## src/rtl/ttscan_pkg.sv

```systemverilog
`default_nettype none
// ============================================================================
// Module      : ttscan_pkg
// Description : Shared constants and FSM encoding for the truth-table scanner.
// Revision    : 1.0 - initial release
// ============================================================================
package ttscan_pkg;

  // Exhaustive scan of a 4-input function
  localparam int NUM_VECTORS = 16;
  localparam int IDX_W       = 4;
  localparam int CNT_W       = 5;
  localparam int SETTLE_W    = 4;

  // FSM encoding
  localparam logic [1:0] ST_IDLE   = 2'd0;
  localparam logic [1:0] ST_SETTLE = 2'd1;
  localparam logic [1:0] ST_SAMPLE = 2'd2;
  localparam logic [1:0] ST_DONE   = 2'd3;

  // Index of the final vector; reaching it in SAMPLE ends the scan
  localparam logic [IDX_W-1:0] LAST_IDX = IDX_W'(NUM_VECTORS - 1);

  // True while the function under test is being driven and observed
  function automatic logic scan_active(input logic [1:0] st);
    return (st == ST_SETTLE) || (st == ST_SAMPLE);
  endfunction

endpackage
`default_nettype wire

```

## src/rtl/ttscan_settle_cnt.sv

```systemverilog
`default_nettype none
// ============================================================================
// Module      : ttscan_settle_cnt
// Description : Loadable down-counter timing how long each vector is held.
//               tc_o is high whenever the count has reached zero.
// Revision    : 1.0 - initial release
// ============================================================================
module ttscan_settle_cnt #(
  parameter int WIDTH = 4
) (
  input  logic             clk,
  input  logic             rst_n,
  input  logic             load_i,
  input  logic [WIDTH-1:0] load_val_i,
  input  logic             en_i,
  output logic             tc_o
);

  logic [WIDTH-1:0] cnt_q;
  logic [WIDTH-1:0] cnt_d;

  // Load takes priority; otherwise count down while enabled, saturating at 0
  always_comb begin
    cnt_d = cnt_q;
    if (load_i) begin
      cnt_d = load_val_i;
    end else if (en_i && (cnt_q != '0)) begin
      cnt_d = cnt_q - WIDTH'(1);
    end
  end

  // Count register
  always_ff @(posedge clk or negedge rst_n) begin
    if (!rst_n) begin
      cnt_q <= '0;
    end else begin
      cnt_q <= cnt_d;
    end
  end

  assign tc_o = (cnt_q == '0);

endmodule
`default_nettype wire

```

## src/rtl/truth_table_scanner.sv

```systemverilog
`default_nettype none
// ============================================================================
// Module      : truth_table_scanner
// Description : Walks all 16 input combinations of a 4-input combinational
//               function, captures its output per vector and compares it
//               against a golden minterm mask.
// Revision    : 1.0 - initial release
// ============================================================================
module truth_table_scanner
  import ttscan_pkg::*;
#(
  parameter int SETTLE_CYCLES = 2
) (
  input  logic        clk,
  input  logic        rst_n,
  input  logic        start,
  input  logic        abort,
  input  logic [15:0] expected,
  input  logic        f_in,
  output logic        a,
  output logic        b,
  output logic        c,
  output logic        d,
  output logic        busy,
  output logic        done,
  output logic [15:0] table_out,
  output logic [4:0]  mismatch_count,
  output logic [3:0]  first_fail,
  output logic        pass
);

  // Counter is loaded with N-1 so that SETTLE lasts exactly N cycles
  localparam logic [SETTLE_W-1:0] SETTLE_LOAD = SETTLE_W'(SETTLE_CYCLES - 1);

  logic [1:0]             state_q,  state_d;
  logic [IDX_W-1:0]       index_q,  index_d;
  logic [NUM_VECTORS-1:0] exp_q,    exp_d;
  logic [NUM_VECTORS-1:0] table_q,  table_d;
  logic [CNT_W-1:0]       mcount_q, mcount_d;
  logic [IDX_W-1:0]       ffail_q,  ffail_d;

  logic settle_load;
  logic settle_tc;
  logic active;

  ttscan_settle_cnt #(
    .WIDTH (SETTLE_W)
  ) u_settle_cnt (
    .clk        (clk),
    .rst_n      (rst_n),
    .load_i     (settle_load),
    .load_val_i (SETTLE_LOAD),
    .en_i       (state_q == ST_SETTLE),
    .tc_o       (settle_tc)
  );

  // Next-state and result-update logic for the scan sequencer
  always_comb begin
    state_d     = state_q;
    index_d     = index_q;
    exp_d       = exp_q;
    table_d     = table_q;
    mcount_d    = mcount_q;
    ffail_d     = ffail_q;
    settle_load = 1'b0;

    case (state_q)
      ST_IDLE: begin
        // abort alongside start keeps the block idle and results untouched
        if (start && !abort) begin
          exp_d       = expected;
          table_d     = '0;
          mcount_d    = '0;
          ffail_d     = '0;
          index_d     = '0;
          state_d     = ST_SETTLE;
          settle_load = 1'b1;
        end
      end

      ST_SETTLE: begin
        if (abort) begin
          state_d = ST_IDLE;
        end else if (settle_tc) begin
          state_d = ST_SAMPLE;
        end
      end

      ST_SAMPLE: begin
        // abort wins over capture: the aborted vector is not recorded
        if (abort) begin
          state_d = ST_IDLE;
        end else begin
          table_d[index_q] = f_in;
          if (f_in != exp_q[index_q]) begin
            mcount_d = mcount_q + CNT_W'(1);
            if (mcount_q == '0) begin
              ffail_d = index_q;
            end
          end
          if (index_q == LAST_IDX) begin
            state_d = ST_DONE;
          end else begin
            index_d     = index_q + IDX_W'(1);
            state_d     = ST_SETTLE;
            settle_load = 1'b1;
          end
        end
      end

      ST_DONE: begin
        state_d = ST_IDLE;
      end

      default: begin
        state_d = ST_IDLE;
      end
    endcase
  end

  // State and result registers; reset forces idle with a clean result set
  always_ff @(posedge clk or negedge rst_n) begin
    if (!rst_n) begin
      state_q  <= ST_IDLE;
      index_q  <= '0;
      exp_q    <= '0;
      table_q  <= '0;
      mcount_q <= '0;
      ffail_q  <= '0;
    end else begin
      state_q  <= state_d;
      index_q  <= index_d;
      exp_q    <= exp_d;
      table_q  <= table_d;
      mcount_q <= mcount_d;
      ffail_q  <= ffail_d;
    end
  end

  // Stimulus is decoded from state so it drops to zero the moment the scan
  // stops (abort, done or reset) without an extra register stage
  assign active         = scan_active(state_q);
  assign {a, b, c, d}   = active ? index_q : '0;
  assign busy           = active;
  assign done           = (state_q == ST_DONE);
  assign table_out      = table_q;
  assign mismatch_count = mcount_q;
  assign first_fail     = ffail_q;
  assign pass           = (mcount_q == '0);

endmodule
`default_nettype wire

```

## config.mk

```make
export PLATFORM = sky130hd
export DESIGN_NAME = truth_table_scanner
export DESIGN_NICKNAME = d
export VERILOG_FILES = /design/src/rtl/ttscan_pkg.sv /design/src/rtl/ttscan_settle_cnt.sv /design/src/rtl/truth_table_scanner.sv
export SDC_FILE = /design/constraint.sdc
export NUM_CORES = 1
export LEC_CHECK = 0
export ABC_AREA = 1
export CAP_MARGIN = 30
export CORE_ASPECT_RATIO = 1.2
export CORE_UTILIZATION = 45
export CTS_BUF_LIST = sky130_fd_sc_hd__clkbuf_8
export CTS_CLUSTER_SIZE = 16
export DETAILED_ROUTE_END_ITERATION = 8
export PLACE_DENSITY = 0.71
export SYNTH_ARGS = -nofsm -noshare
export SYNTH_HDL_FRONTEND = slang
export SYNTH_SLANG_ARGS = --single-unit
```

## constraint.sdc

```tcl
create_clock -name clk -period 2 [get_ports clk]
set_input_delay 0.3 -clock clk [delete_from_list [all_inputs] [get_ports clk]]
set_output_delay 0.3 -clock clk [all_outputs]
set_load 0.1 [all_outputs]
```

* After elaboration in Yosys (flattened, before gate mapping)
Index checks and enable logic that the tools add are counted.
** Cells by class
- Add/sub/neg operators :: 3
- Order comparisons :: 2
- Equal/unequal tests :: 11
- Muxes and demuxes :: 33
- Reduce and logical (&&, ||, !) cells :: 17
** Operators by type and width (number)
- $mux W4 :: 9
- $mux W16 :: 2
- $pmux W16 S2 :: 1
- $bwmux W16 :: 1
- $pmux W4 S2 :: 2
- $mux W5 :: 3
- $mux W2 :: 5
- $ne A2 B2 Y1 const B :: 5
- $pmux W5 S2 :: 1
- $pmux W2 S4 :: 1
- $reduce_and A4 Y1 :: 2
- $add A5 B1 Y5 const B :: 1
- $logic_not A5 Y1 :: 1
- $lt A4 B5 Y1 const B :: 1
- $mux W1 :: 5
- $reduce_and A5 Y1 :: 1
- $add A4 B1 Y4 const B :: 1
- $bmux W1 S4 :: 1
- $demux W1 S4 :: 1
- $eq A2 B2 Y1 const B :: 2
- $eq A4 B4 Y1 const B :: 1
- $ge A4 B1 Y1 const B :: 1
- $logic_not A4 Y1 :: 1
- $reduce_and A2 Y1 :: 2
- other kinds (12) :: 15
** Word-level totals
- Bits in registers :: 51
- Bits of input ports :: 21
- Output and inout bits :: 32
- Word-level logic and storage cells :: 73

* Logic depth before layout (Yosys ltp)
Gate-level depths: netlist (run 1).
- Depth in word-level cells :: 7
- Gate-level depth with buffers :: 14
- Depth with buffers taken out :: 13

* Hierarchy
Synthesis (run 1) repeated with hierarchy kept, for this count alone.
** Unflattened totals
- Cells, all modules :: 377
- Area, all modules :: 2989.1 sq um
** Modules (own cells, without submodules)
- truth_table_scanner :: instances 1, cells each 331, area each 2693.8 sq um, sequential area each 1176.1 sq um
- ttscan_settle_cnt :: instances 1, cells each 46, area each 295.3 sq um, sequential area each 100.1 sq um

* Worst setup path after synthesis (run 1)
OpenSTA, ideal clock, no wires.
- Path type :: register -> register
- Start :: reg mcount_q[0] (netlist: mismatch_count[0])
- End :: reg ffail_q[0] (netlist: first_fail[0])
- Library setup time :: 0.123 ns
- Arrival :: 3.084 ns
- Required time :: 1.877 ns
- Slack :: -1.207 ns
- Stages on the path, launching flop included :: 8
- Path buffers :: 0
- Clock period less this slack :: 3.207 ns
- Cell sequence :: dfrtp_1 inv_1 ha_1 nand3_1 nor2_1 nand3_2 nand3_1 nand2_1
** Between the ends
- Longest elaborated chain between the ends :: 3
** Ends and longest elaborated chain
- start: declaration :: line truth_table_scanner.sv:39 : logic [CNT_W-1:0] mcount_q, mcount_d;
- start signal: assignment :: line truth_table_scanner.sv:135 : mcount_q <= mcount_d;
- $logic_not A5 Y1
- named net pass :: line truth_table_scanner.sv:29 : output logic pass
- $ne A2 B2 Y1 (no line)
- $reduce_and A5 Y1 (no line)
- end signal: assignment :: line truth_table_scanner.sv:136 : ffail_q <= ffail_d;
- end: declaration :: line truth_table_scanner.sv:40 : logic [IDX_W-1:0] ffail_q, ffail_d;
The timed path passes the listed nets, and every way through them passes these cells.
A chain may end at the register's enable or synchronous reset.

* Worst setup path in the final report (run 1)
- Start :: reg state_q[1]
- End :: out b
** Between the ends
- Longest elaborated chain between the ends :: 3
- Elaborated cells between the ends (all ways) :: 4
- Classes of those cells :: eq/ne: 2; mux: 1; reduce/logical: 1
** Ends and longest elaborated chain
- start: declaration :: line truth_table_scanner.sv:35 : logic [1:0] state_q, state_d;
- start signal: assignment :: line truth_table_scanner.sv:131 : state_q <= state_d;
- $eq A2 B1 Y1 / $eq A2 B2 Y1 (equally long branches) :: line ttscan_pkg.sv:26 : return (st == ST_SETTLE) || (st == ST_SAMPLE);
- $logic_or A1 B1 Y1 (*) :: line ttscan_pkg.sv:26
- $mux W4 (*) :: line truth_table_scanner.sv:143 : assign {a, b, c, d} = active ? index_q : '0;
- end: declaration :: line truth_table_scanner.sv:21 : output logic b,
Every way passes the cells marked *; elsewhere a longest branch is shown, timed or not.

==> summary.md, run 1 <==
| Metric | Value |
|---|---|
| Status | `finished, violations left` |
| Failing checks | `negative hold slack` |
| CTS tree | `done` |
| Top area cells in the synthesized netlist | `dfrtp_1 46%, nand2_1 10%, inv_1 6.9%, nor2_1 6.9%, a21oi_1 5.9%` |
| Fill count | `about 570` |
| Setup CP Type | `flip-flop to primary output` |
| Mapped Nets | `392` |
| CTS clk-pin slew, worst paths | `roughly 0.090 ns` |
| H-tree depth | `2` |
| Critical Path AT | `roughly 1.6 ns` |
| Path depth of the worst reg2reg path | `11` |
| Dpl ws | `between 0.07 and 0.08 ns` |
| Antenna Nets Post-Route | `0` |
| Maxcap violations | `0` |
| Starting Density | `approximately 46%` |
| Post-synth ARST share | `100%` |
| Die X | `between 70 and 80 um` |
| RSZ-0062 raised after global routing | `no` |
| Final worst slack | `0.114 ns` |
| Final wirelength | `~5900 um` |
| EDFF count, synth | `0` |
| Clk Tree Root Cell | `clkbuf_8` |
| Final Setup Violations | `0` |
| Site Rows | `31` |
| FF/Latch Area | `around 1300 sq um` |
| Slowest-stage cell, CP | `dfrtp_1` |
| Die area | `6520 sq um` |
| Clock buffer count from CTS | `5` |
| GRT Util Overall | `20.6%` |
| Critical path required time | `1.70 ns` |
| Initial antenna violation count | `0` |
| DR WL/cell | `11.9 um` |
| Area of the multi-input gates | `~1300 sq um` |
| First-pass GRT wire length | `approximately 10000 um` |
| GRT overflow | `0` |
| Setup Skew | `roughly 0.0084 ns` |
| Worst skew pair latency | `around 0.30 ns` |
| Yosys cell types | `32` |
| VDD IR max | `slightly below 0.8 mV` |
| Cells after synthesis | `~360` |
| Antenna diodes | `0` |
| Endpoints failing hold | `7` |
| Setup bufs post-CTS | `0` |
| # IOs | `53` |
| Top cell type's share of synthesized area | `about 46%` |
| Sequential area share after synthesis | `a little under half` |
| Average size of a mapped cell | `slightly below 8 sq um` |
| Routed vias/inst | `4.75` |
| Setup tns final | `0 ns` |
| Synth Warn # | `0` |
| Vias in the first global route | `2333` |
| IO buf count | `52` |
| Largest net degree at the start of global routing | `33` |
| Hold-fix buffers at CTS | `0` |
| Crit-path max cell delay | `about 0.4 ns` |
| Mapped Area | `roughly 2800 sq um` |
| Slew @ Worst Pin | `0.612 ns` |
| Worst-path cell chain | `inv_1, ha_2, nand2_1, clkinvlp_4, buf_12` |
| Core Box Area | `6010 sq um` |
| Synth-to-layout area growth | `27.8%` |
| Commonest cells after routing, fill and taps aside | `76 x nand2_1, 49 x nor2_1, 47 x dfrtp_1` |
| Class of the worst hold path | `primary input to asynchronous set/reset pin` |
| Die extent in y | `between 80 and 90 um` |
| Share of cells above drive strength 1 | `between 15 and 20%` |
| Hold WS | `-0.00567 ns` |
| Final layout net count | `447` |
| Post-DP HPWL | `between 4000 and 5000 um` |
| Commonest non-fill, non-tap cell in the layout | `nand2_1` |
| Power after layout | `5080 uW` |
| Core Util, Final | `59.3%` |
| Iteration-0 DRC Markers | `~110` |
| GP Congestion | `about 0.84` |
| Count of state elements after synthesis | `51` |
| Max Freq | `0.530 GHz` |
| Vias post-DR | `between 2000 and 2500` |
| Pwr per Cell Area | `roughly 1400 nW/um^2` |
| Leading area contributor after synthesis | `dfrtp_1` |
| Final Cycle Share | `a little over nine tenths` |
| # clock sinks | `between 50 and 60` |
| Crit-path max FO | `5` |
| Min Clock Period, post-route | `1.89 ns` |
| Critical Path Start Type | `flip-flop` |
| Leakage | `roughly 0.0018 uW` |
| Max-slew violation count | `0` |
| Most used DFF post-synth | `dfrtp_1` |
| DRC viols | `0` |
| CP Capture Type | `primary output` |
| First-pass iteration count of the detailed router | `4` |
| Max-slew headroom | `approximately three fifths` |
| Clock tree buffer depth | `2` |
| Post-cts repair resize count | `0` |
[worst max-delay path, delay by kind of cell (launching register included)]
| kind | cells | cell delay [ns] |
|---|---|---|
| and+or+nand+nor | 1 | 0.12 |
| buffers and inverters | 3 | 0.36 |
| DFF | 1 | 0.41 |
| adders and majority gates | 1 | 0.40 |
[through the flow]
step	cell area (sq um)	hold slack, ns	instances
floorplan	2830	0.00441	359
global placement	3440	0.350	488
detailed placement	3440	0.347	488
CTS	3550	0.00803	496
global route	3570	0.0345	497
finish	3570	-0.00567	497
[kinds of logic after synthesis]
kind of cell    synth area share, %
xor+xnor                      0.942
mux                            1.79
buf+inv                        10.3
simple gates                   25.4
fa+ha+maj                      5.38
compound gates                 10.4
flops                          45.7
[flip-flops by register name (all words and copies together), names as in the netlist]
signal,count
u_settle_cnt.cnt_q,4
table_out,16
mismatch_count,5
first_fail,4
state_q,2
exp_q,16
index_q,4
[layer usage]
metal | vias up | global-route usage [%] | part of all wire, %
met3 | 8 | 4.10 | 3.6
met1 | 1061 | 27.1 | 48
met4 | 0 | 6.64 | 1.3
li1 | 1238 | - | -
met2 | 54 | 34.2 | 47
met5 | - | 0 | 0
[worst paths after layout]
path | slack, ns | to | from
min in group clk | 0.51 | first_fail[0]$_DFFE_PN0P_ | first_fail[0]$_DFFE_PN0P_
worst max register to register | 0.24 | table_out[3]$_DFFE_PN0P_ | state_q[0]$_DFFE_PN0P_
worst max-delay path | 0.11 | b | state_q[1]$_DFFE_PN0P_
worst min-delay path | -0.006 | mismatch_count[2]$_DFFE_PN0P_ | rst_n
max in group asynchronous | 1.35 | exp_q[15]$_DFFE_PN0P_ | rst_n
worst min register to register | 0.51 | first_fail[0]$_DFFE_PN0P_ | first_fail[0]$_DFFE_PN0P_
[cell usage after synthesis (2+ instances only)]
master,count
a21oi_1,33
buf_2,2
buf_6,2
clkbuf_1,6
dfrtp_1,51
ha_1,12
inv_1,51
inv_2,6
mux2i_1,5
nand2_1,76
nand3_1,19
nand4_1,7
nor2_1,51
nor2_2,3
nor3_1,6
o21ai_0,7
o21ai_1,3
o21ai_2,3
xor2_1,3
[cell type report]
type                    instances  share of cell area [%]
repair buffers                 59                    16.1
inverters                      58                    6.70
multi-input cells             238                    35.1
well taps                      82                    2.88
repair inverters                1                   0.210
clock inverters                 3                    1.05
clock buffers                   5                    1.93
flip-flops and latches         51                    36.0
[where the power goes]
part / switching, uW / internal (uW)
Clock: 341 / 365
Sequential: 158 / 1350
Combinational: 2020 / 842
Note: power is estimated with default switching activity, not from simulation.
==> inputs of run 2 (changes only) <==
clock period = 2.1 ns   (was 2 ns; I/O delays follow)
==> run 2 against run 1 <==
Against the previous run: the run now ends clean; cell count up 0.40%; critical endpoint unchanged; hold slack improved by 0.51 ns; clock skew down 0.0049 ns; sequential cell count is the same; highest routed layer unchanged.
==> summary.md, run 2 (synthesized netlist as in run 1, its figures left out) <==
| Metric | Value |
|---|---|
| FF/Latch Area | `1280 sq um` |
| H-tree depth | `2` |
| CP Capture Type | `primary output` |
| GRT Util Overall | `19.4%` |
| CTS tree | `done` |
| Sw power | `~2400 uW` |
| Hold Path End | `first_fail[1]$_DFFE_PN0P_` |
| First-pass iteration count of the detailed router | `4` |
| Status | `finished clean` |
| Antenna Nets Post-Route | `0` |
| Clk Tree Root Cell | `clkbuf_8` |
| Die X | `between 70 and 80 um` |
| Final wirelength | `5860 um` |
| RSZ-0062 raised after global routing | `no` |
| Crit-path max FO | `5` |
| # clock sinks | `51` |
| CTS clk-pin slew, worst paths | `0.09 ns` |
| Final layout net count | `about 450` |
| Area of the multi-input gates | `1240 sq um` |
| Final Cycle Share | `between 90% and 100%` |
| Worst skew pair latency | `about 0.3 ns` |
| Clock buffer count from CTS | `5` |
| Critical Path Start Type | `flip-flop` |
| Commonest non-fill, non-tap cell in the layout | `nand2_1` |
| Site Rows | `31` |
| Synth-to-layout area growth | `26.8%` |
| Endpoints failing hold | `0` |
| Initial antenna violation count | `0` |
| Iteration-0 DRC Markers | `88` |
| GP Congestion | `roughly 0.83` |
| Maxcap violations | `0` |
| Fill count | `572` |
| VDD IR max | `1.25 mV` |
| Max-slew headroom | `60.6%` |
| Min Clock Period, post-route | `just under 2 ns` |
| Starting Density | `46.4%` |
| Critical Path AT | `1.61 ns` |
| Vias post-DR | `2397` |
| Setup tns final | `0 ns` |
| Pint | `roughly 2300 uW` |
| Hold Crit Depth | `2` |
| # IOs | `53` |
| RR Endpoint | `table_out[7]$_DFFE_PN0P_` |
| Setup Skew | `0.00348 ns` |
| Final Setup Violations | `0` |
| Comb pwr share | `between 50% and 60%` |
| Path depth of the worst reg2reg path | `11` |
| First-pass GRT wire length | `roughly 10000 um` |
| DRC viols | `0` |
| Vias in the first global route | `2259` |
| Switch share | `about half` |
| Share of cells above drive strength 1 | `between 10% and 20%` |
| GRT overflow | `0` |
| Slew @ Worst Pin | `between 0.5 and 0.6 ns` |
| Clock tree buffer depth | `2` |
| Leakage | `between 0.0015 and 0.002 uW` |
| Max-slew violation count | `0` |
| Largest net degree at the start of global routing | `52` |
| Hold WS | `between 0.5 and 0.6 ns` |
| Power after layout | `between 4000 and 5000 uW` |
| Pwr per Cell Area | `approximately 1300 nW/um^2` |
| Commonest cells after routing, fill and taps aside | `76 x nand2_1, 50 x nor2_1, 49 x inv_1` |
| Die extent in y | `around 88 um` |
| Seq pwr share | `30.3%` |
| DR WL/cell | `between 10 and 15 um` |
| Worst reg2reg setup slack | `about 0.25 ns` |
| Class of the worst hold path | `flip-flop to flip-flop` |
| IO buf count | `52` |
| Hold Startpoint | `first_fail[1]$_DFFE_PN0P_` |
| Critical path required time | `1.78 ns` |
| Clk pwr share | `approximately 11%` |
| Worst reg2reg path startpoint | `state_q[0]$_DFFE_PN0P_` |
| Max Freq | `0.519 GHz` |
| Core Box Area | `between 6000 and 7000 sq um` |
| Post-DP HPWL | `approximately 4300 um` |
| Die area | `between 6000 and 7000 sq um` |
| Routed vias/inst | `between 4 and 5` |
| Setup CP Type | `flip-flop to primary output` |
| Antenna diodes | `0` |
==> run 2: metrics by stage <==
| stage | instance area, sq um | std cells | worst slack [ns] | utilization, % |
|---|---|---|---|---|
| after floorplan | 2820 | 359 | 0.0154 | - |
| after global placement | 3450 | 490 | 0.182 | 57.3 |
| after detailed placement | 3450 | 490 | 0.126 | 57.3 |
| after CTS | 3540 | 499 | 0.155 | 58.9 |
| after global routing | 3540 | 499 | 0.0786 | 58.9 |
| final | 3540 | 499 | 0.172 | 58.9 |
==> run 2: cell type report <==
type,count,area share [%]
flip-flops and latches,51,36.2
multi-input cells,238,35.0
repair buffers,62,17.0
inverters,58,6.65
well taps,82,2.90
clock buffers,5,1.94
clock inverters,3,0.354
==> run 2: worst max-delay path, cell delays in order, from the launching register on <==
cell and delay (ns):
dfrtp_1 0.41, inv_1 0.09, ha_2 0.41, nand2_1 0.13, clkinvlp_4 0.11, buf_12 0.16
==> run 2: what timing repair did <==
item | in CTS | in global routing
resized for setup | 0 | 0
hold endpoints to repair | 27 | 0
buffers inserted | 0 | 0
hold buffers | 1 | 0
==> run 2: how the worst max path moves through the flow <==
| stage | slack [ns] | cells past startpoint | start | endpoint |
|---|---|---|---|---|
| after floorplan | 0.02 | 7 | mismatch_count[0]$_DFFE_PN0P_ | first_fail[0]$_DFFE_PN0P_ |
| after global placement | 0.18 | 9 | abort | table_out[7]$_DFFE_PN0P_ |
| after detailed placement | 0.13 | 7 | abort | table_out[7]$_DFFE_PN0P_ |
| after CTS | 0.16 | 5 | state_q[1]$_DFFE_PN0P_ | b |
| after global routing | 0.08 | 11 | state_q[0]$_DFFE_PN0P_ | table_out[7]$_DFFE_PN0P_ |
| final | 0.17 | 5 | state_q[1]$_DFFE_PN0P_ | b |
==> run 2: power by group through the flow <==
stage | logic (uW) | clock network, uW | registers [uW]
6_report | 2760 | 540 | 1440
5_1_grt | 3010 | 594 | 1470
4_1_cts | 2790 | 557 | 1440
3_5_place_dp | 2770 | 0 | 1460
3_3_place_gp | 2730 | 0 | 1440
2_1_floorplan | 1610 | 0 | 1920
==> run 2: routing by layer <==
metal  track usage, %  vias up  wire length [um]  part of all wire, %
li1                 -     1233                 -                    -
met5                0        -                 0                    0
met3             4.33       11               281                  4.8
met2             32.7       61              2810                   48
met4             5.59        0                89                  1.5
met1             25.0     1092              2680                   46
==> inputs of run 3 (changes only) <==
ABC_AREA = not set   (was 1)
ABC_CLOCK_PERIOD_IN_PS = 2100   (was not set)
==> run 3 against run 2 <==
Against the previous run: fmax down 16%; utilization up 4.7 points; critical path depth unchanged; highest routed layer unchanged; clock power up 9.1%; setup slack worse by 0.38 ns; critical path type is now flip-flop to flip-flop; via count down 14%; the flow now finishes with violations (negative setup slack).
==> summary.md, run 3 <==
| Metric | Value |
|---|---|
| Status | `finished, violations left` |
| Failing checks | `negative setup slack` |
| Inst Count DP | `383` |
| Power after layout | `approximately 4000 uW` |
| Post-DP HPWL | `roughly 4200 um` |
| Average size of a mapped cell | `roughly 11 sq um` |
| Setup Skew | `0.00599 ns` |
| # clock sinks | `a little over 50` |
| Mapped Area | `2650 sq um` |
| Vias post-DR | `around 2100` |
| Most used DFF post-synth | `dfrtp_1` |
| CP Capture Type | `flip-flop` |
| RSZ-0062 raised after global routing | `yes` |
| Endpoints failing hold | `0` |
| Antenna Nets Post-Route | `0` |
| Synth Warn # | `0` |
| Leading area contributor after synthesis | `dfrtp_1` |
| H-tree depth | `2` |
| Leakage | `0.00164 uW` |
| DRC viols | `0` |
| Final layout net count | `approximately 350` |
| Die X | `around 72 um` |
| Cells after synthesis | `244` |
| Clock tree buffer depth | `2` |
| Critical Path Start Type | `flip-flop` |
| Pwr per Cell Area | `about 1100 nW/um^2` |
| VDD IR max | `0.594 mV` |
| Final instance area | `roughly 3600 sq um` |
| Slew @ Worst Pin | `between 0.5 and 0.6 ns` |
| Largest net degree at the start of global routing | `29` |
| Site Rows | `30` |
| Top cell type's share of synthesized area | `between 40% and 50%` |
| Hold-fix buffers at CTS | `0` |
| Crit-path max FO | `9` |
| Final Setup Violations | `9` |
| Routed vias/inst | `between 5 and 6` |
| CTS clk-pin slew, worst paths | `0.09 ns` |
| Vias in the first global route | `between 2000 and 2500` |
| Max Freq | `around 0.43 GHz` |
| Iteration-0 DRC Markers | `around 110` |
| DR WL/cell | `roughly 14 um` |
| Hold WS | `around 0.0038 ns` |
| EDFF count, synth | `0` |
| Antenna diodes | `0` |
| GP Congestion | `slightly above 0.8` |
| Yosys cell types | `46` |
| # IOs | `53` |
| Critical path required time | `~2.3 ns` |
| Die extent in y | `about 86 um` |
| GRT overflow | `0` |
| GRT Util Overall | `20.2%` |
| Post-synth ARST share | `100%` |
| Sequential area share after synthesis | `approximately 48%` |
| Synth-to-layout area growth | `36.1%` |
| Mapped Nets | `about 280` |
| First-pass GRT wire length | `between 9000 and 10000 um` |
| Die area | `6190 sq um` |
| Min Clock Period, post-route | `2.31 ns` |
| Fill count | `between 400 and 500` |
| Max-slew violation count | `0` |
| Core Box Area | `between 5000 and 6000 sq um` |
| Initial antenna violation count | `0` |
| Max-slew headroom | `60.6%` |
| Final wirelength | `approximately 5700 um` |
| Commonest cells after routing, fill and taps aside | `49 x buf_4, 45 x dfrtp_1, 32 x nand2_1` |
| CTS tree | `done` |
| Share of cells above drive strength 1 | `between 30 and 40%` |
| Clk Tree Root Cell | `clkbuf_8` |
| Dpl ws | `-0.342 ns` |
| Final Cycle Share | `110%` |
| Worst skew pair latency | `around 0.30 ns` |
| Count of state elements after synthesis | `51` |
| Starting Density | `between 40% and 50%` |
| Maxcap violations | `0` |
| Top area cells in the synthesized netlist | `dfrtp_1 48%, mux2_2 6.8%, ha_1 5.7%, mux2i_1 4.9%, nand2_1 4.7%` |
| Commonest non-fill, non-tap cell in the layout | `buf_4` |
| Placed Area | `3420 sq um` |
| Final Non-Filler Cells | `396` |
| Setup CP Type | `flip-flop to flip-flop` |
| First-pass iteration count of the detailed router | `4` |
| Final worst slack | `-0.208 ns` |
| Top-count cell post-synth | `dfrtp_1` |
| Critical Path AT | `about 2.6 ns` |
| Clock buffer count from CTS | `5` |
| IO buf count | `52` |
| Class of the worst hold path | `primary input to asynchronous set/reset pin` |
| Top post-synthesis cells by count | `51 x dfrtp_1, 33 x nand2_1, 16 x mux2_2, 13 x mux2i_1` |
## run 3: cell types whose count changed in the layout (fill, tap and decap cells not counted), sizes merged, moves of 9 or more
cell and change:
nor2 -42, mux2 +16, o31ai +9, nand2 -45, nand3 -15, a21oi -25, inv -43, buf +16
## run 3: worst max-delay path: stages (launching register included)
cell and delay, ns:
dfrtp_2 0.44, mux4_2 0.52, mux4_2 0.53, xnor2_4 0.19
or4_1 0.44, a21oi_2 0.12
## run 3: layout make-up
type	count	area (sq um)	area share (%)
tap	80	100	2.78
multi-input combinational	167	1340	37.2
clock inverter	2	12.5	0.347
timing repair buffer	77	723	20.1
inverter	13	53.8	1.49
clock buffer	6	82.6	2.29
sequential	51	1290	35.8
## run 3: final timing paths
path,endpoint,slack (ns),start,cells after the start
setup / recovery,mismatch_count[4]$_DFFE_PN0P_,-0.21,index_q[0]$_DFFE_PN0P_,5
hold / removal,mismatch_count[0]$_DFFE_PN0P_,0.004,rst_n,1
setup reg to reg,mismatch_count[4]$_DFFE_PN0P_,-0.21,index_q[0]$_DFFE_PN0P_,5
hold reg to reg,table_out[12]$_DFFE_PN0P_,0.51,table_out[12]$_DFFE_PN0P_,2
max in group asynchronous,index_q[0]$_DFFE_PN0P_,1.53,rst_n,2
min in group clk,table_out[12]$_DFFE_PN0P_,0.51,table_out[12]$_DFFE_PN0P_,2
## run 3: kinds of logic (layout without fill, tap and decap cells)
logic type | count (synthesis) | after routing | synth area share [%]
DFF | 51 | 51 | 48.2
AOI/OAI and AO/OA | 40 | 40 | 10.4
buffers and inverters | 26 | 98 | 4.30
muxes | 34 | 34 | 16.0
adders and majority gates | 12 | 12 | 5.67
xor gates and xnor gates | 4 | 4 | 1.61
and+or+nand+nor | 77 | 77 | 13.8
## run 3: repair_timing
item,4_1_cts,5_1_grt
gates resized for setup,2,8
pin swaps,1,0
setup buffers,3,2
setup endpoints to repair,9,19
## run 3: metrics by stage
step,TNS [ns],util (%)
after floorplan,-3.17,-
final,-1.50,63.6
after global placement,-2.70,60.4
after global routing,-2.31,63.6
after detailed placement,-2.95,60.4
after CTS,-1.59,62.7
## run 3: layer usage
layer / wire (um) / GRT usage [%] / up-vias
li1: - / - / 1004
met1: 2540 / 26.0 / 999
met2: 2870 / 34.3 / 51
met3: 207 / 3.41 / 7
met4: 110 / 7.13 / 0
met5: 0 / 0 / -
## run 3: where the power goes
group | switching, uW | total [uW] | internal (uW)
clock | 323 | 589 | 266
combinational | 1120 | 2030 | 916
sequential | 165 | 1380 | 1210
